===== config.mk =====
export PLATFORM = sky130hd
export DESIGN_NAME = sc_mult_engine_flat
export DESIGN_NICKNAME = d
export VERILOG_FILES = /design/src/rtl/sc_pkg.sv /design/src/rtl/sc_mult_engine_if.sv /design/src/rtl/sc_sng.sv /design/src/rtl/sc_mult_engine.sv /design/src/flat_wrapper.sv
export SDC_FILE = /design/constraint.sdc
export NUM_CORES = 1
export LEC_CHECK = 0
export CORE_ASPECT_RATIO = 1.1
export CORE_MARGIN = 8
export CORE_UTILIZATION = 65
export CTS_BUF_LIST = sky130_fd_sc_hd__clkbuf_4 sky130_fd_sc_hd__clkbuf_8
export DETAILED_ROUTE_END_ITERATION = 12
export DONT_BUFFER_PORTS = 1
export GPL_TIMING_DRIVEN = 0
export PLACE_DENSITY_LB_ADDON = 0.08
export REMOVE_ABC_BUFFERS = 1
export SYNTH_ARGS = -nofsm -noshare
export SYNTH_HDL_FRONTEND = slang
export SYNTH_SLANG_ARGS = --single-unit

===== constraint.sdc =====
create_clock -name clk -period 3.9 [get_ports clk]
set_clock_uncertainty 0.05 [all_clocks]
set_input_delay 0.585 -clock clk [delete_from_list [all_inputs] [get_ports clk]]
set_output_delay 0.585 -clock clk [all_outputs]
set_load 0.02 [all_outputs]

===== src/rtl/sc_pkg.sv =====
// Shared encodings, FSM state type and LFSR constants for the
// stochastic-computing multiply engine.
package sc_pkg;

   localparam logic [1:0] MODE_AND  = 2'b00;
   localparam logic [1:0] MODE_XNOR = 2'b01;
   localparam logic [1:0] MODE_ADD  = 2'b10;

   typedef enum logic [1:0] {
      ST_IDLE  = 2'b00,
      ST_RUN   = 2'b01,
      ST_FLUSH = 2'b10
   } state_e;

   // x^31 + x^28 + 1 maps to taps at bit 30 and bit 27 of a 31-bit register.
   localparam int LFSR_W  = 31;
   localparam int TAP_HI  = 30;
   localparam int TAP_LO  = 27;
   localparam int SEL_BIT = 15;

   localparam logic [LFSR_W-1:0] SEED_A = 31'h0000_0001;
   localparam logic [LFSR_W-1:0] SEED_B = 31'h2A5A_5A5A;

   function automatic logic [LFSR_W-1:0] lfsr_next(input logic [LFSR_W-1:0] s);
      return {s[LFSR_W-2:0], s[TAP_HI] ^ s[TAP_LO]};
   endfunction

endpackage


===== src/rtl/sc_mult_engine_if.sv =====
// Handshake/operand bundle between a requester and sc_mult_engine.
interface sc_mult_engine_if #(
   parameter int PROB_W   = 4,
   parameter int LEN_LOG2 = 3
);
   logic                start;
   logic [1:0]          mode;
   logic [PROB_W-1:0]   prob_a;
   logic [PROB_W-1:0]   prob_b;
   logic                busy;
   logic                done;
   logic [LEN_LOG2:0]   result;
   logic                sn_out;

   modport master (
      output start, mode, prob_a, prob_b,
      input  busy, done, result, sn_out
   );

   modport slave (
      input  start, mode, prob_a, prob_b,
      output busy, done, result, sn_out
   );
endinterface


===== src/rtl/sc_sng.sv =====
// Stochastic number generator: 31-bit Fibonacci LFSR with seed load and a
// comparator that turns a PROB_W-bit slice of the state into one stream bit.
module sc_sng
   import sc_pkg::*;
#(
   parameter int                PROB_W   = 4,
   parameter int                SLICE_LO = 0,
   parameter logic [LFSR_W-1:0] SEED     = SEED_A
) (
   input  logic               clk,
   input  logic               rst_n,
   input  logic               load,
   input  logic               en,
   input  logic [PROB_W-1:0]  prob,
   output logic [LFSR_W-1:0]  lfsr_q,
   output logic               sn_q
);

   logic [LFSR_W-1:0] lfsr_d;
   logic              sn_d;
   logic [PROB_W-1:0] slice_s;

   // Compare uses the pre-shift state, so the bit and the shift share one edge.
   always_comb begin
      slice_s = lfsr_q[SLICE_LO +: PROB_W];
      sn_d    = 1'b0;
      lfsr_d  = lfsr_q;
      if (en) begin
         sn_d = (slice_s < prob);
      end else begin
         sn_d = 1'b0;
      end
      if (load) begin
         lfsr_d = SEED;
      end else if (en) begin
         lfsr_d = lfsr_next(lfsr_q);
      end else begin
         lfsr_d = lfsr_q;
      end
   end

   always_ff @(posedge clk or negedge rst_n) begin
      if (!rst_n) begin
         lfsr_q <= SEED;
         sn_q   <= 1'b0;
      end else begin
         lfsr_q <= lfsr_d;
         sn_q   <= sn_d;
      end
   end

endmodule


===== src/rtl/sc_mult_engine.sv =====
// Stochastic multiply/scaled-add engine: two SNGs, a combine stage and a
// ones counter over an N-bit stream. Scaled add is built with SC_SCALED_ADD_EN.
module sc_mult_engine
   import sc_pkg::*;
#(
   parameter int PROB_W   = 4,
   parameter int LEN_LOG2 = 3
) (
   input  logic           clk,
   input  logic           rst_n,
   sc_mult_engine_if.slave bus
);

   localparam logic [LEN_LOG2-1:0] LAST_RUN   = {LEN_LOG2{1'b1}};
   localparam logic [LEN_LOG2-1:0] LAST_FLUSH = LEN_LOG2'(1);

   state_e              state_q, state_d;
   logic [LEN_LOG2-1:0] step_q, step_d;
   logic                fin_q, fin_d;
   logic                busy_q, busy_d;
   logic                done_q, done_d;
   logic [LEN_LOG2:0]   cnt_q, cnt_d;
   logic [LEN_LOG2:0]   result_q, result_d;
   logic                run_q, run_d;
   logic                sn_out_q, sn_out_d;
   logic [PROB_W-1:0]   pa_q, pa_d;
   logic [PROB_W-1:0]   pb_q, pb_d;
   logic                comb_s;
   logic                start_acc_s;
   logic                shift_s;
   logic                a_s, b_s;
   logic [LFSR_W-1:0]   lfsr_a_s, lfsr_b_s;
   logic                unused_lfsr_a_s;

`ifdef SC_SCALED_ADD_EN
   logic [1:0]          mode_q, mode_d;
   logic                sel_q, sel_d;
`else
   logic                mode_q, mode_d;
   logic                unused_sel_src_s;
`endif

   assign start_acc_s = (state_q == ST_IDLE) && bus.start;
   assign shift_s     = (state_q == ST_RUN);

   sc_sng #(
      .PROB_W   (PROB_W),
      .SLICE_LO (LFSR_W - PROB_W),
      .SEED     (SEED_A)
   ) u_sng_a (
      .clk    (clk),
      .rst_n  (rst_n),
      .load   (start_acc_s),
      .en     (shift_s),
      .prob   (pa_q),
      .lfsr_q (lfsr_a_s),
      .sn_q   (a_s)
   );

   sc_sng #(
      .PROB_W   (PROB_W),
      .SLICE_LO (0),
      .SEED     (SEED_B)
   ) u_sng_b (
      .clk    (clk),
      .rst_n  (rst_n),
      .load   (start_acc_s),
      .en     (shift_s),
      .prob   (pb_q),
      .lfsr_q (lfsr_b_s),
      .sn_q   (b_s)
   );

   assign unused_lfsr_a_s = ^lfsr_a_s;

   // FSM next state: N stream cycles in RUN, two drain cycles in FLUSH.
   always_comb begin
      state_d = state_q;
      step_d  = step_q;
      fin_d   = 1'b0;
      case (state_q)
         ST_IDLE: begin
            if (bus.start) begin
               state_d = ST_RUN;
               step_d  = '0;
            end else begin
               state_d = ST_IDLE;
            end
         end
         ST_RUN: begin
            if (step_q == LAST_RUN) begin
               state_d = ST_FLUSH;
               step_d  = '0;
            end else begin
               step_d  = step_q + LEN_LOG2'(1);
            end
         end
         ST_FLUSH: begin
            if (step_q == LAST_FLUSH) begin
               state_d = ST_IDLE;
               step_d  = '0;
               fin_d   = 1'b1;
            end else begin
               step_d  = step_q + LEN_LOG2'(1);
            end
         end
         default: begin
            state_d = ST_IDLE;
            step_d  = '0;
         end
      endcase
   end

`ifdef SC_SCALED_ADD_EN
   // Combine SNG bits; 1x modes take A when the registered select is 1.
   always_comb begin
      mode_d = start_acc_s ? bus.mode : mode_q;
      sel_d  = shift_s ? lfsr_b_s[SEL_BIT] : 1'b0;
      comb_s = 1'b0;
      case (mode_q)
         MODE_AND:  comb_s = a_s & b_s;
         MODE_XNOR: comb_s = ~(a_s ^ b_s);
         default:   comb_s = sel_q ? a_s : b_s;
      endcase
   end
`else
   assign unused_sel_src_s = ^{lfsr_b_s, bus.mode[1]};

   // Combine SNG bits; only mode[0] is meaningful in this build.
   always_comb begin
      mode_d = start_acc_s ? bus.mode[0] : mode_q;
      comb_s = 1'b0;
      if (mode_q) begin
         comb_s = ~(a_s ^ b_s);
      end else begin
         comb_s = a_s & b_s;
      end
   end
`endif

   // Datapath: operand latch, stream gating, ones counter and result capture.
   always_comb begin
      pa_d     = start_acc_s ? bus.prob_a : pa_q;
      pb_d     = start_acc_s ? bus.prob_b : pb_q;
      run_d    = shift_s;
      sn_out_d = run_q ? comb_s : 1'b0;
      busy_d   = (state_d != ST_IDLE);
      done_d   = fin_q;
      result_d = fin_q ? cnt_q : result_q;
      if (start_acc_s) begin
         cnt_d = '0;
      end else if (state_q != ST_IDLE) begin
         cnt_d = cnt_q + (LEN_LOG2+1)'(sn_out_q);
      end else begin
         cnt_d = cnt_q;
      end
   end

   always_ff @(posedge clk or negedge rst_n) begin
      if (!rst_n) begin
         state_q  <= ST_IDLE;
         step_q   <= '0;
         fin_q    <= 1'b0;
         busy_q   <= 1'b0;
         done_q   <= 1'b0;
         cnt_q    <= '0;
         result_q <= '0;
         run_q    <= 1'b0;
         sn_out_q <= 1'b0;
         pa_q     <= '0;
         pb_q     <= '0;
         mode_q   <= '0;
`ifdef SC_SCALED_ADD_EN
         sel_q    <= 1'b0;
`endif
      end else begin
         state_q  <= state_d;
         step_q   <= step_d;
         fin_q    <= fin_d;
         busy_q   <= busy_d;
         done_q   <= done_d;
         cnt_q    <= cnt_d;
         result_q <= result_d;
         run_q    <= run_d;
         sn_out_q <= sn_out_d;
         pa_q     <= pa_d;
         pb_q     <= pb_d;
         mode_q   <= mode_d;
`ifdef SC_SCALED_ADD_EN
         sel_q    <= sel_d;
`endif
      end
   end

   assign bus.busy   = busy_q;
   assign bus.done   = done_q;
   assign bus.result = result_q;
   assign bus.sn_out = sn_out_q;

endmodule


===== src/flat_wrapper.sv =====
// flat-port wrapper written by rule: the top's interface ports become plain ports
module sc_mult_engine_flat import sc_pkg::*;
#(
   parameter int PROB_W   = 4,
   parameter int LEN_LOG2 = 3
)
  (clk, rst_n, bus_start, bus_mode, bus_prob_a, bus_prob_b, bus_busy, bus_done, bus_result, bus_sn_out);
  sc_mult_engine_if #(.PROB_W(PROB_W), .LEN_LOG2(LEN_LOG2)) bus_i ();
  input  logic clk;
  input  logic rst_n;
  input wire logic [$bits(bus_i.start)-1:0] bus_start;
  input wire logic [$bits(bus_i.mode)-1:0] bus_mode;
  input wire logic [$bits(bus_i.prob_a)-1:0] bus_prob_a;
  input wire logic [$bits(bus_i.prob_b)-1:0] bus_prob_b;
  output wire logic [$bits(bus_i.busy)-1:0] bus_busy;
  output wire logic [$bits(bus_i.done)-1:0] bus_done;
  output wire logic [$bits(bus_i.result)-1:0] bus_result;
  output wire logic [$bits(bus_i.sn_out)-1:0] bus_sn_out;
  assign bus_i.start = bus_start;
  assign bus_i.mode = bus_mode;
  assign bus_i.prob_a = bus_prob_a;
  assign bus_i.prob_b = bus_prob_b;
  assign bus_busy = bus_i.busy;
  assign bus_done = bus_i.done;
  assign bus_result = bus_i.result;
  assign bus_sn_out = bus_i.sn_out;
  sc_mult_engine #(.PROB_W(PROB_W), .LEN_LOG2(LEN_LOG2)) u_core (.clk(clk), .rst_n(rst_n), .bus(bus_i));
endmodule

---- Word level (Yosys, flattened, before mapping) ----
Index checks and enable logic that the tools add are counted.
operators by class
  reductions and logical operators ........ 6
  $lt $le $gt $ge ......................... 2
  bitwise logic cells ..................... 5
  equality and inequality tests ........... 5
  muxes and demuxes ....................... 20
  add/subtract/negate cells ............... 2
operators with widths
  operator             number
  $mux 31              4
  $mux 3               3
  $pmux 3 s3           1
  $lt 4x4->1           2
  $mux 4               2
  $reduce_bool 2->1    4
  $mux 1               7
  $pmux 2 s3           1
  $add 4x1->4          1
  $mux 2               2
  $add 3x1->3 const B  1
  $eq 3x1->1 const B   1
  $eq 3x3->1 const B   1
  $xor 1x1->1          3
  $eq 2x1->1 const B   1
  $eq 2x2->1 const B   1
  $logic_not 2->1      1
  $ne 2x2->1 const B   1
  $and 1x1->1          1
  $logic_and 1x1->1    1
  $not 1->1            1
storage, ports and cells
  bits in registers ....................... 91
  output and inout port bits .............. 7
  word-level logic and storage cells ...... 56

---- Longest topological paths before layout ----
Gate-level depths: netlist of the first run.
  depth after elaboration ................. 4
  gate-level depth with buffers ........... 7
  depth with buffers taken out ............ 5

---- Cells and area by module ----
From an unflattened synthesis of the first run, not the netlist that was laid out.
unflattened totals
  cell total of the unflattened synthesis .. 331
  area, all modules ....................... 4124.0 sq um
by module, submodules not included
  module                   sequential area each (sq um)  area each (sq um)  instances  cells an instance
  sc_sng (u_core.u_sng_b)  819.5                         1440.1             1          116
  sc_sng (u_core.u_sng_a)  802.0                         1410.1             1          116
  sc_mult_engine           675.6                         1273.7             1          99

---- Worst setup path before layout of the first run ----
OpenSTA, ideal clock, no wires.
  path type ............................... register -> register
  from .................................... register u_core.state_q[0]
  to ...................................... register u_core.busy_q, in the netlist u_core.bus.busy
  arrival time ............................ 1.257 ns
  stages on the path, launching flop included .. 7
  library setup time ...................... 0.131 ns
  setup slack ............................. 2.462 ns
  required time ........................... 3.719 ns
  path through ............................ dfrtp_1 -> inv_1 -> ha_1 -> and2_1 -> buf_4 -> a221oi_2 -> a21oi_1
on the way
  longest elaborated chain between the ends .. 3
  elaborated cells between the ends (all ways) .. 7
  those cells by class .................... eq/ne: 2; mux: 3; reduce/logical: 2
ends and longest elaborated chain
  what                                line                   source
  start: declaration                  sc_mult_engine.sv:17   state_e state_q, state_d;
  start signal: assignment            sc_mult_engine.sv:177  state_q <= state_d;
  $eq 2x2->1 (tied with other cells)  sc_mult_engine.sv:81   case (state_q)
  $pmux 2 s3 *                        sc_mult_engine.sv:81
  $reduce_bool 2->1 *                 sc_mult_engine.sv:147  busy_d = (state_d != ST_IDLE);
  via u_core.busy_d                   sc_mult_engine.sv:20   logic busy_q, busy_d;
  end signal: assignment              sc_mult_engine.sv:180  busy_q <= busy_d;
  end: declaration                    sc_mult_engine.sv:20
The timed path passes the listed nets; every way through them passes the cells marked *.
A chain may end at the register's enable or synchronous reset.

---- Worst setup path after layout of the first run ----
  from .................................... register u_core.state_q[1]
  to ...................................... register u_core.u_sng_b.lfsr_q[10]
on the way
  elaborated cells between the ends (all ways) .. 5
  those cells by class .................... eq/ne: 1; mux: 1; reduce/logical: 3
RTL lines
  what                                line                  source
  $eq 2x1->1                          sc_mult_engine.sv:44  assign shift_s = (state_q == ST_RUN);
  via u_core.run_d                    sc_mult_engine.sv:24  logic run_q, run_d;
  $reduce_bool 2->1 (no source line)  --
  end signal: assignment              sc_sng.sv:47          lfsr_q <= lfsr_d;
  end: declaration                    sc_sng.sv:15          output logic [LFSR_W-1:0] lfsr_q,
The timed path passes the listed nets, and every way through them passes these cells.

==> results_dict.tcl, run 1 <==
set metrics [dict create \
    synth_cell_type_count 29 \
    h-tree-depth 3 \
    die-width_um 90.7 \
    port_buffers 0 \
    setup_viol 0 \
    gr-total-overflow 0 \
    synth_fa_ha_area_frac 0.0533 \
    clk_path_buf_depth 2 \
    gp_congestion 0.741 \
    maxSlewViolCount 0 \
    synthCells 339 \
    cp-end-kind "flip-flop" \
    fin_nets 369 \
    outcome "finished clean" \
    grt_util_all_layers 0.152 \
    cts.sinks 91 \
    cp_slowest_stage_delay_ns 0.54 \
    antenna_found_initial 0 \
    start_kind "flip-flop" \
    drv_cap 0 \
    clk_pin_slew_ns 0.08 \
    synth_area_mm2 0.00399 \
    grt_pass1_wl_um 10800 \
    syn2layout_area_growth_pct 6.71 \
    ys_ff_latch 91 \
    whs_ns 0.0620 \
    crit_required_ns 4.08 \
    grt_pass1_vias 2379 \
    drtPass1Iterations 4 \
    grt_max_degree 78 \
    p_leak_nw 2.14 \
    coreArea_mm2 0.00604 \
    path_cells "inv_1 > ha_4 > buf_12 > mux2i_1 > nor2_1" \
    drive_above_1_share 0.131 \
    die_h_um 98.2 \
    fin_cells 424 \
    drc 0 \
    worstMarginPinSlew_ns 0.689 \
    crit_slowest_cell "ha_4" \
    num_rows 30 \
    hpwl_um 3720 \
    finalWirelength_um 6040 \
    path_class "flip-flop to flip-flop" \
    yosysWarnings 0 \
    timing.final.hold_violations 0 \
    antenna_left 0 \
    via_per_inst 5.27 \
    clock.fmax_mhz 527 \
    worstSkewPairLatency_ns 0.36 \
    pin_count 20 \
    synth_top_family_by_area "multiplexers" \
    syn_avg_cell_area_um2 11.8 \
    min_period_over_period 0.486 \
    crit_buf_inv 2 \
    cts_resized 0 \
    dp.cells 404 \
    synth_xor_xnor_area_share 0.00878 \
    hp-class "primary input to async pin" \
    finalCriticalPeriod_ns 1.90 \
    cts_buffers 9 \
    initial_core_util 0.660 \
    powerDensity_mw_per_mm2 701 \
    peakVddDrop_mv 0.298 \
    diodes 0 \
    worstPathArrival_ns 2.08 \
    drtIter0Drc 72 \
    synth-compound-area-share 0.0486 \
    rsz0062_at_grt "no" \
    dieArea_mm2 0.00890 \
    wire_per_inst_um 14.2 \
    vias 2234 \
    max_slew_margin 0.539 \
    crit_fanout 39 \
    cp_top_family "adder cells" \
    root_buffer "clkbuf_8" \
    yosys.area_share.simple 0.102 \
    nFillCells 449 \
    cts_tree "done" \
    ys_seq_area_frac 0.576 \
    synth.mux.area_fraction 0.165 \
]
## path summary, 6_finish.rpt
kind | from | end | slack [ns] | cells after the start
max | u_core.state_q[1] | u_core.u_sng_b.lfsr_q[10] | 2.00 | 5
max in group asynchronous | rst_n | u_core.u_sng_b.lfsr_q[6] | 2.96 | 1
min in group clk | bus_prob_a[0] | u_core.pa_q[0] | 0.28 | 2
min | rst_n | u_core.u_sng_b.lfsr_q[0] | 0.06 | 1
min reg2reg | u_core.pa_q[0] | u_core.pa_q[0] | 0.44 | 2
max reg2reg | u_core.state_q[1] | u_core.u_sng_b.lfsr_q[10] | 2.00 | 5
## cell usage in the layout, fill, tap and decap left out, drive strengths merged, types with 2 or more instances in the layout
master	instances
dlygate4sd3	3
mux2i	60
dfrtp	75
nand2	41
buf	3
clkinv	2
clkbuf	14
a21oi	6
ha	17
a21o	4
xnor2	3
nor2b	2
mux2	5
nor2	49
dfstp	16
nand2b	5
inv	14
o21ai	14
## state kept, by name, summed over array words and instances (netlist names), 2 cells and up
| signal | cells |
|---|---|
| u_core.pb_q | 4 |
| u_core.u_sng_b.lfsr_q | 31 |
| u_core.cnt_q | 4 |
| u_core.bus.result | 4 |
| u_core.step_q | 3 |
| u_core.state_q | 2 |
| u_core.pa_q | 4 |
| u_core.u_sng_a.lfsr_q | 31 |
## stage by stage
stage | power, mW | TNS (ns) | instance area (µm²) | setup WS [ns] | utilization
floorplan | 2.22 | 0 | 3850 | 0.552 | -
global placement | 2.39 | -0.805 | 3960 | -0.0237 | 0.654
detailed placement | 2.39 | 0 | 4010 | 2.00 | 0.663
CTS | 3.02 | 0 | 4250 | 1.98 | 0.703
global route | 3.21 | 0 | 4260 | 1.85 | 0.704
finish | 2.98 | 0 | 4260 | 2.00 | 0.704
## per-layer routing
metal	global-route usage	routed length, µm	vias up
li1	-	-	1117
met1	0.178	2800	1083
met2	0.244	2850	23
met3	0.0422	239	11
met4	0.0923	147	0
met5	0	0	-
## cell usage after synthesis
master	number	share of area
o211a_1	1	0.0025
dfrtp_1	75	0.47
nand2_1	41	0.039
o21ai_0	7	0.0088
and2_1	1	0.0016
a21boi_2	1	0.0028
xnor2_1	3	0.0066
nor2b_1	2	0.0031
nor2_1	49	0.046
inv_1	14	0.013
ha_1	17	0.053
mux2_2	5	0.014
a21oi_1	6	0.0075
mux2i_1	60	0.15
o21a_1	1	0.0019
dfstp_2	16	0.11
nand2b_1	5	0.0078
nand3b_1	1	0.0019
o211ai_1	1	0.0019
buf_2	2	0.0025
a21o_1	4	0.0075
a221oi_2	1	0.0038
and3_1	1	0.0016
xor2_1	1	0.0022
nand3_1	1	0.0013
buf_6	3	0.0085
buf_4	12	0.023
a211oi_2	1	0.0031
o21ai_1	7	0.0088
## power breakdown
part	total (mW)	switching, mW	internal (mW)
clock	0.597	0.300	0.297
combinational	0.967	0.523	0.444
sequential	1.42	0.159	1.26
## logic make-up (layout without fill, tap and decap cells)
kind of cell               count (synthesis)  after routing
adders and majority gates                 17             17
xor gates and xnor gates                   4              4
buffers and inverters                     31             36
and+or+nand+nor                          101            101
AOI/OAI and AO/OA                         30             30
muxes                                     65             65
DFF                                       91             91
## timing repair
action	CTS	global route
hold endpoints to repair	77	6
hold buffers	3	1
setup buffers	0	0
setup endpoints to repair	0	0
## final cells by class
type                    count  area [µm²]  share of cell area
multi-input cells         217        1520               0.357
flip-flops and latches     91        2300               0.540
clock inverters             2        10.0             0.00235
inverters                  14        52.6              0.0123
clock buffers              14         180              0.0423
repair buffers              6        97.6              0.0229
well taps                  80         100              0.0235
Note: power is estimated with default switching activity, not from simulation.
==> run 2: changes to the inputs <==
Clock period 3.9 ns to 1.9 ns, I/O delays scaled along.
==> run 2 against run 1 <==
Effect of this change:
- the flow now finishes with violations (negative hold slack)
- wire length rose by 0.36%
- total power is 110% higher
- sequential cell count stayed put
- worst hold slack worse by 0.49 ns
==> results_dict.tcl, run 2 (synthesis results as in run 1) <==
set metrics [dict create \
    root_buffer "clkbuf_8" \
    grt_util_all_layers 0.151 \
    die-width_um 90.7 \
    pin_count 20 \
    maxSlewViolCount 0 \
    drive_above_1_share 0.138 \
    outcome "complete, but fails checks" \
    grt_pass1_wl_um 10800 \
    num_rows 30 \
    crit_fanout 34 \
    dieArea_mm2 0.00890 \
    finalPower_mw 6.18 \
    swShare 0.327 \
    gp_congestion 0.741 \
    p_leak_nw 2.16 \
    h-tree-depth 3 \
    worstSkewPairLatency_ns 0.36 \
    failed_checks "negative hold slack" \
    nFillCells 445 \
    min_period_over_period 0.919 \
    syn2layout_area_growth_pct 8.19 \
    hp-class "primary input to async pin" \
    peakVddDrop_mv 0.610 \
    path_class "flip-flop to flip-flop" \
    clk_pin_slew_ns 0.08 \
    antenna_left 0 \
    max_slew_margin 0.728 \
    final_area_mm2 0.00432 \
    mostFrequentLayoutCell "dfrtp_1" \
    clk_path_buf_depth 2 \
    finalCriticalPeriod_ns 1.75 \
    clockPowerShare 0.198 \
    layout_common_cells "dfrtp_1 (75), mux2i_1 (60), nor2_1 (49)" \
    grt_max_degree 92 \
    vias 2288 \
    wire_per_inst_um 14.1 \
    worstMarginPinSlew_ns 0.407 \
    reg_top3 "u_core.u_sng_a.lfsr_q: 31 flops, u_core.u_sng_b.lfsr_q: 31 flops" \
    hpwl_um 3720 \
    switchingPower_mw 2.02 \
    port_buffers 0 \
    cts_tree "done" \
    grt_pass1_vias 2425 \
    die_h_um 98.2 \
    power_frac_seq 0.472 \
    clock.fmax_mhz 573 \
    cp-end-kind "flip-flop" \
    fin_nets 374 \
    drtIter0Drc 80 \
    internal_power_mw 4.16 \
    drc 0 \
    finalWirelength_um 6060 \
    coreArea_mm2 0.00604 \
    via_per_inst 5.33 \
    diodes 0 \
    crit_start "u_core.state_q[1]" \
    reg2reg_from "u_core.state_q[1]" \
    initial_core_util 0.660 \
    drtPass1Iterations 4 \
    worstPathArrival_ns 1.93 \
    antenna_found_initial 0 \
    timing.final.hold_violations 91 \
    place_area_mm2 0.00401 \
    powerDensity_mw_per_mm2 1430 \
    gr-total-overflow 0 \
    cts_buffers 9 \
    cts.sinks 91 \
    drv_cap 0 \
    whs_ns -0.425 \
    rsz0062_at_grt "no" \
    crit_required_ns 2.09 \
    hold_buffers 8 \
    start_kind "flip-flop" \
    fin_tns_setup_ns 0 \
    combPwrFrac 0.330 \
    setup_viol 0 \
]
run 2: changes by cell type in the layout (fill, tap and decap cells not counted), sizes merged:
| cell | previous run | this run |
|---|---|---|
| dlygate4sd3 | 3 | 8 |
run 2: layer usage:
| metal | global-route usage | vias to the layer above | wire [µm] | part of all wire |
|---|---|---|---|---|
| li1 | - | 1132 | - | - |
| met2 | 0.239 | 28 | 2810 | 0.46 |
| met1 | 0.179 | 1117 | 2890 | 0.48 |
| met5 | 0 | - | 0 | 0 |
| met3 | 0.0399 | 11 | 215 | 0.035 |
| met4 | 0.0923 | 0 | 142 | 0.023 |
run 2: final cells by class:
type                            count  area (µm²)  area share
Sequential cell                    91        2300       0.532
Multi-Input combinational cell    217        1530       0.354
Clock buffer                       14         180      0.0418
Timing Repair Buffer               11         148      0.0342
Tap cell                           80         100      0.0232
Inverter                           14        52.6      0.0122
Clock inverter                      2        10.0     0.00232
run 2: critical path, cell delays in order, from the launching register on:
cell and delay [ns]:
dfrtp_1 0.44, inv_1 0.14, ha_4 0.41, buf_12 0.29, mux2i_1 0.24, nor2_1 0.05
run 2: power by group through the flow:
stage | sequential [mW] | combinational [mW] | clock (mW)
3_3_place_gp | 2.91 | 1.64 | 0
6_report | 2.92 | 2.04 | 1.22
5_1_grt | 3.00 | 2.31 | 1.33
4_1_cts | 2.92 | 2.06 | 1.27
2_1_floorplan | 2.87 | 1.61 | 0
3_5_place_dp | 2.96 | 1.96 | 0
run 2: worst paths after layout:
path / slack (ns) / endpoint / cells after the start
min in group clk: 0.03 / u_core.pa_q[2] / 2
worst max-delay path: 0.15 / u_core.u_sng_b.lfsr_q[10] / 5
worst max register to register: 0.15 / u_core.u_sng_b.lfsr_q[10] / 5
worst min register to register: 0.44 / u_core.pa_q[0] / 2
max in group asynchronous: 2.01 / u_core.u_sng_b.lfsr_q[27] / 0
worst min-delay path: -0.43 / u_core.pb_q[0] / 0
run 2: through the flow:
| step | std cells | setup slack (ns) | util | hold slack, ns |
|---|---|---|---|---|
| 2_1_floorplan | 322 | -1.45 | - | -0.0606 |
| 3_3_place_gp | 402 | -2.02 | 0.654 | -0.0582 |
| 3_5_place_dp | 404 | -0.00416 | 0.663 | -0.0581 |
| 4_1_cts | 429 | 0.00786 | 0.713 | -0.456 |
| 5_1_grt | 429 | 0.0507 | 0.714 | -0.463 |
| 6_report | 429 | 0.155 | 0.714 | -0.425 |
run 2: repair_timing:
action / in CTS / in global routing
endpoints found under the hold margin: 99 / 91
pin swaps: 0 / 1
setup endpoints to repair: 8 / 47
gates resized for setup: 0 / 4
buffers inserted: 1 / 0
cloned: 0 / 0
==> RTL change 1, RTL diff (flow settings as in run 2) <==
`pa_q` no longer has a reset.
--- a/src/rtl/sc_mult_engine.sv
+++ b/src/rtl/sc_mult_engine.sv
@@ -167,7 +167,6 @@
          result_q <= '0;
          run_q    <= 1'b0;
          sn_out_q <= 1'b0;
-         pa_q     <= '0;
          pb_q     <= '0;
          mode_q   <= '0;
 `ifdef SC_SCALED_ADD_EN
@@ -183,13 +182,16 @@
          result_q <= result_d;
          run_q    <= run_d;
          sn_out_q <= sn_out_d;
-         pa_q     <= pa_d;
          pb_q     <= pb_d;
          mode_q   <= mode_d;
 `ifdef SC_SCALED_ADD_EN
          sel_q    <= sel_d;
 `endif
       end
+   end
+
+   always_ff @(posedge clk) begin
+      pa_q <= pa_d;
    end
 
    assign bus.busy   = busy_q;
Function: no difference found for any inputs over 10 cycles, from zero or initial values and one cycle with rst_n low; that may be too few to reach the edited logic, so the function may still have changed.
==> RTL change 1 against run 2 <==
The flow still finishes with violations (hold timing); synthesized area decreased by 0.35%; wire length down 5.5%; setup slack got worse by 0.022 ns; global-route usage down 1.1 points; sequential cell count unchanged; final area shrank 0.96%; power down 3.0%; critical path type unchanged; largest cell class unchanged; largest power group unchanged; highest routed layer unchanged.
==> RTL change 1: results <==
{
  "cts_setup_buffers": 0,
  "grt_pass1_vias": 2298,
  "yosysSeqAreaShare_pct": 58.29,
  "hold_buffers": 8,
  "violations": "hold timing",
  "synth.top_cells.by_count": "dfrtp_1 (71), mux2i_1 (60), nor2_1 (49)",
  "post_drt_wl_per_cell_microns": 13.70,
  "peakVddDrop_mv": 0.7816,
  "async_reset_ff_share_pct": 95.60,
  "ys_top_cells_by_area": "dfrtp_1 (45%), mux2i_1 (15%), dfstp_2 (11%)",
  "grt_use_met3_pct": 2.840,
  "max-slew-margin-rel_pct": 74.37,
  "insertion_delay_ns": 0.34,
  "yosysUniqueCellTypes": 32,
  "layout.nets": 363,
  "cts_made_buffers": 9,
  "whs_ns": -0.4210,
  "gp_congestion": 0.7351,
  "cp_max_fo": 59,
  "grt_use_met2_pct": 22.23,
  "dp_hpwl_mm": 3.425,
  "synth_edf_count": 4,
  "vias": 2221,
  "antennaDiodeCount": 0,
  "clk_pin_slew_worst_paths_ns": 0.08,
  "drive_above_1_share_pct": 12.43,
  "track_usage_pct": 14.02,
  "drt_iter0_markers": 83,
  "finalHoldViolations": 87,
  "outcome": "finished with violations",
  "grt_pass1_wl_mm": 10.32,
  "grt_start_max_net_pins": 88,
  "synthFlopType": "dfrtp_1",
  "cp.arrival_ns": 1.75,
  "p_leak_nw": 2.115,
  "met1_usage_pct": 17.72,
  "clockRootBuffer": "clkbuf_8",
  "io_buffers": 0,
  "hold_path.class": "in2async",
  "largestRegisters": "u_core.u_sng_a.lfsr_q (31), u_core.u_sng_b.lfsr_q (31)"
}
## RTL change 1: worst paths after layout
| check | to | depth (start not counted) | slack [ns] | from |
|---|---|---|---|---|
| min reg2reg | u_core.pb_q[0] | 2 | 0.44 | u_core.pb_q[0] |
| min in group clk | u_core.mode_q | 2 | 0.01 | bus_mode[0] |
| max in group asynchronous | u_core.u_sng_b.lfsr_q[17] | 0 | 1.99 | rst_n |
| min | u_core.cnt_q[3] | 0 | -0.42 | rst_n |
| max | u_core.pa_q[3] | 4 | 0.13 | u_core.state_q[0] |
| max reg2reg | u_core.pa_q[3] | 4 | 0.13 | u_core.state_q[0] |
## RTL change 1: worst max-delay path, cell delays in order (launching register included)
cell,delay [ns]
dfrtp_1,0.45
inv_1,0.13
ha_1,0.36
nand2_8,0.20
inv_12,0.25
## RTL change 1: report_power, final
group	total [mW]	switching, mW	internal, mW
registers	2.89	0.315	2.58
logic	1.86	1.00	0.860
clock network	1.25	0.649	0.601
total	6.00	1.96	4.04
## RTL change 1: layout make-up
class,instances,area [sq um],area share [%]
inverter,15,68.82,1.610
sequential,91,2317,54.22
clock inverter,7,68.82,1.610
multi-input combinational,207,1488,34.81
clock buffer,9,123.9,2.898
timing repair buffer,9,107.6,2.518
tap,80,100.1,2.342
## RTL change 1: per-stage QoR
stage,setup WS (ns),std cells,setup TNS (ns),area (sq um)
CTS,0.01085,418,0,4258
finish,0.1322,418,0,4274
detailed placement,-0.4358,394,-19.26,3978
floorplan,-1.418,313,-98.01,3837
global route,0.01030,418,0,4274
global placement,-2.088,393,-145.52,3938
## RTL change 1: kinds of logic (layout without fill, tap and decap cells)
kind of cell,count (synthesis),in the layout,share of synthesized area [%]
fa+ha+maj,17,17,5.351
simple gates,94,94,9.695
buf+inv,31,40,4.879
mux,65,65,16.53
compound gates,27,27,4.375
flops,91,91,58.29
xor+xnor,4,4,0.8815
## RTL change 1: repair_timing
item | CTS | global route
gates resized for setup | 3 | 4
endpoints found under the hold margin | 95 | 87
endpoints found under the setup margin | 57 | 16
## RTL change 1: per-layer routing
layer  up-vias  routed length [microns]
met5         -                        0
met3        10                      149
met4         0                      104
met2        26                     2602
li1       1100                        -
met1      1085                     2870
==> RTL change 2, RTL diff (settings of run 2) <==
Made on the original files. `PROB_W` is set to 4 in 4 places; all go to 5.
--- a/src/rtl/sc_mult_engine_if.sv
+++ b/src/rtl/sc_mult_engine_if.sv
@@ -1,6 +1,6 @@
 // Handshake/operand bundle between a requester and sc_mult_engine.
 interface sc_mult_engine_if #(
-   parameter int PROB_W   = 4,
+   parameter int PROB_W   = 5,
    parameter int LEN_LOG2 = 3
 );
    logic                start;
--- a/src/rtl/sc_sng.sv
+++ b/src/rtl/sc_sng.sv
@@ -3,7 +3,7 @@
 module sc_sng
    import sc_pkg::*;
 #(
-   parameter int                PROB_W   = 4,
+   parameter int                PROB_W   = 5,
    parameter int                SLICE_LO = 0,
    parameter logic [LFSR_W-1:0] SEED     = SEED_A
 ) (
--- a/src/rtl/sc_mult_engine.sv
+++ b/src/rtl/sc_mult_engine.sv
@@ -3,7 +3,7 @@
 module sc_mult_engine
    import sc_pkg::*;
 #(
-   parameter int PROB_W   = 4,
+   parameter int PROB_W   = 5,
    parameter int LEN_LOG2 = 3
 ) (
    input  logic           clk,
--- a/src/flat_wrapper.sv
+++ b/src/flat_wrapper.sv
@@ -1,7 +1,7 @@
 // flat-port wrapper written by rule: the top's interface ports become plain ports
 module sc_mult_engine_flat import sc_pkg::*;
 #(
-   parameter int PROB_W   = 4,
+   parameter int PROB_W   = 5,
    parameter int LEN_LOG2 = 3
 )
   (clk, rst_n, bus_start, bus_mode, bus_prob_a, bus_prob_b, bus_busy, bus_done, bus_result, bus_sn_out);
Ports: changed (resized bus_prob_a and bus_prob_b); port bits go from 20 to 22. The function was not compared with the original's and may differ.
==> RTL change 2 against run 2 <==
Hold slack got worse by 0.0086 ns; wire length increased by 9.5%; sequential cell count increased by 2; the flow still finishes with violations (hold timing); power increased by 9.4%; fmax decreased by 1.4%; via count increased by 4.4%; final area increased by 3.3%; synthesized area increased by 3.7%; setup slack got worse by 0.024 ns; largest power group unchanged.
==> RTL change 2: results <==
{
  "outcome": "finished with violations",
  "violations": "hold timing",
  "synthAdderAreaFrac_pct": 5.749,
  "whs_ns": -0.4336,
  "syn_inst": 350,
  "post_drt_wl_per_cell_microns": 15.18,
  "viasPerCell": 5.465,
  "track_usage_pct": 15.84,
  "yosysSeqAreaShare_pct": 56.76,
  "post-place-cells": 414,
  "cp_max_fo": 52,
  "synth.top_cells.by_count": "dfrtp_1 (77), mux2i_1 (61), nor2_1 (50)",
  "drive_above_1_share_pct": 13.17,
  "worstSetupPathType": "reg2reg",
  "layout.nets": 386,
  "synth_compound_area_share_pct": 5.386,
  "yosysUniqueCellTypes": 32,
  "largestRegisters": "u_core.u_sng_a.lfsr_q (31), u_core.u_sng_b.lfsr_q (31)",
  "cts_setup_buffers": 0,
  "finalHoldViolations": 93,
  "p_leak_nw": 2.215,
  "fillers": 438,
  "cp_top_family": "buffers and inverters",
  "layoutNonFillerInstCount": 437,
  "peakVddDrop_mv": 0.8370,
  "gp_congestion": 0.7348,
  "ys_top_cells_by_area": "dfrtp_1 (47%), mux2i_1 (15%), dfstp_2 (10%)",
  "hold_buffers": 5,
  "synthXorXnorAreaFrac_pct": 0.6354,
  "dp_hpwl_mm": 3.935,
  "synth.mux.area_fraction_pct": 16.13,
  "grt_pass1_wl_mm": 11.68,
  "grt_start_max_net_pins": 94,
  "grt_pass1_vias": 2503,
  "max-slew-margin-rel_pct": 71.81,
  "ctsResizeCount": 2,
  "drt_iter0_markers": 123,
  "cp.arrival_ns": 1.94,
  "place_ws_ns": -0.06404,
  "post_dp_cell_area_sq_um": 4125,
  "antennaDiodeCount": 0
}
RTL change 2: cell types whose count changed in the layout (fill, tap and decap cells not counted), sizes merged, moves of 3 or more:
cell | run 2 | this run
a21o | 4 | 0
clkbuf | 14 | 9
bufinv | 0 | 4
dlygate4sd3 | 8 | 5
inv | 14 | 17
RTL change 2: area by class of cell:
type / count / share of cell area, %
multi-input combinational: 225 / 36.02
clock buffer: 9 / 2.779
timing repair buffer: 6 / 1.741
tap: 80 / 2.246
clock inverter: 7 / 3.088
inverter: 17 / 1.432
sequential: 93 / 52.70
RTL change 2: through the flow:
step	utilization (%)	total power [mW]	setup TNS [ns]
2_1_floorplan	-	4.662	-99.74
3_3_place_gp	66.36	4.699	-141.57
3_5_place_dp	67.01	5.124	-0.1939
4_1_cts	72.26	6.837	0
5_1_grt	72.40	7.213	0
6_report	72.40	6.764	0
RTL change 2: report_power, final:
group,switching (mW),internal (mW)
clock network,0.658,1.00
registers,0.342,2.66
logic,1.15,0.951
RTL change 2: per-layer routing:
metal,track usage [%],wire [microns],up-vias
li1,-,-,1167
met1,18.86,3041,1183
met2,26.27,3270,29
met3,3.466,195,9
met4,8.189,128,0
met5,0,0,-
RTL change 2: final timing paths:
path	startpoint	endpoint	slack (ns)	cells past startpoint
hold reg to reg	u_core.pb_q[0]	u_core.pb_q[0]	0.44	2
max in group asynchronous	rst_n	u_core.u_sng_b.lfsr_q[3]	2.01	0
setup / recovery	u_core.state_q[1]	u_core.u_sng_a.lfsr_q[20]	0.13	5
setup reg to reg	u_core.state_q[1]	u_core.u_sng_a.lfsr_q[20]	0.13	5
min in group clk	bus_prob_a[4]	u_core.pa_q[4]	0	2
hold / removal	rst_n	u_core.done_d	-0.43	0
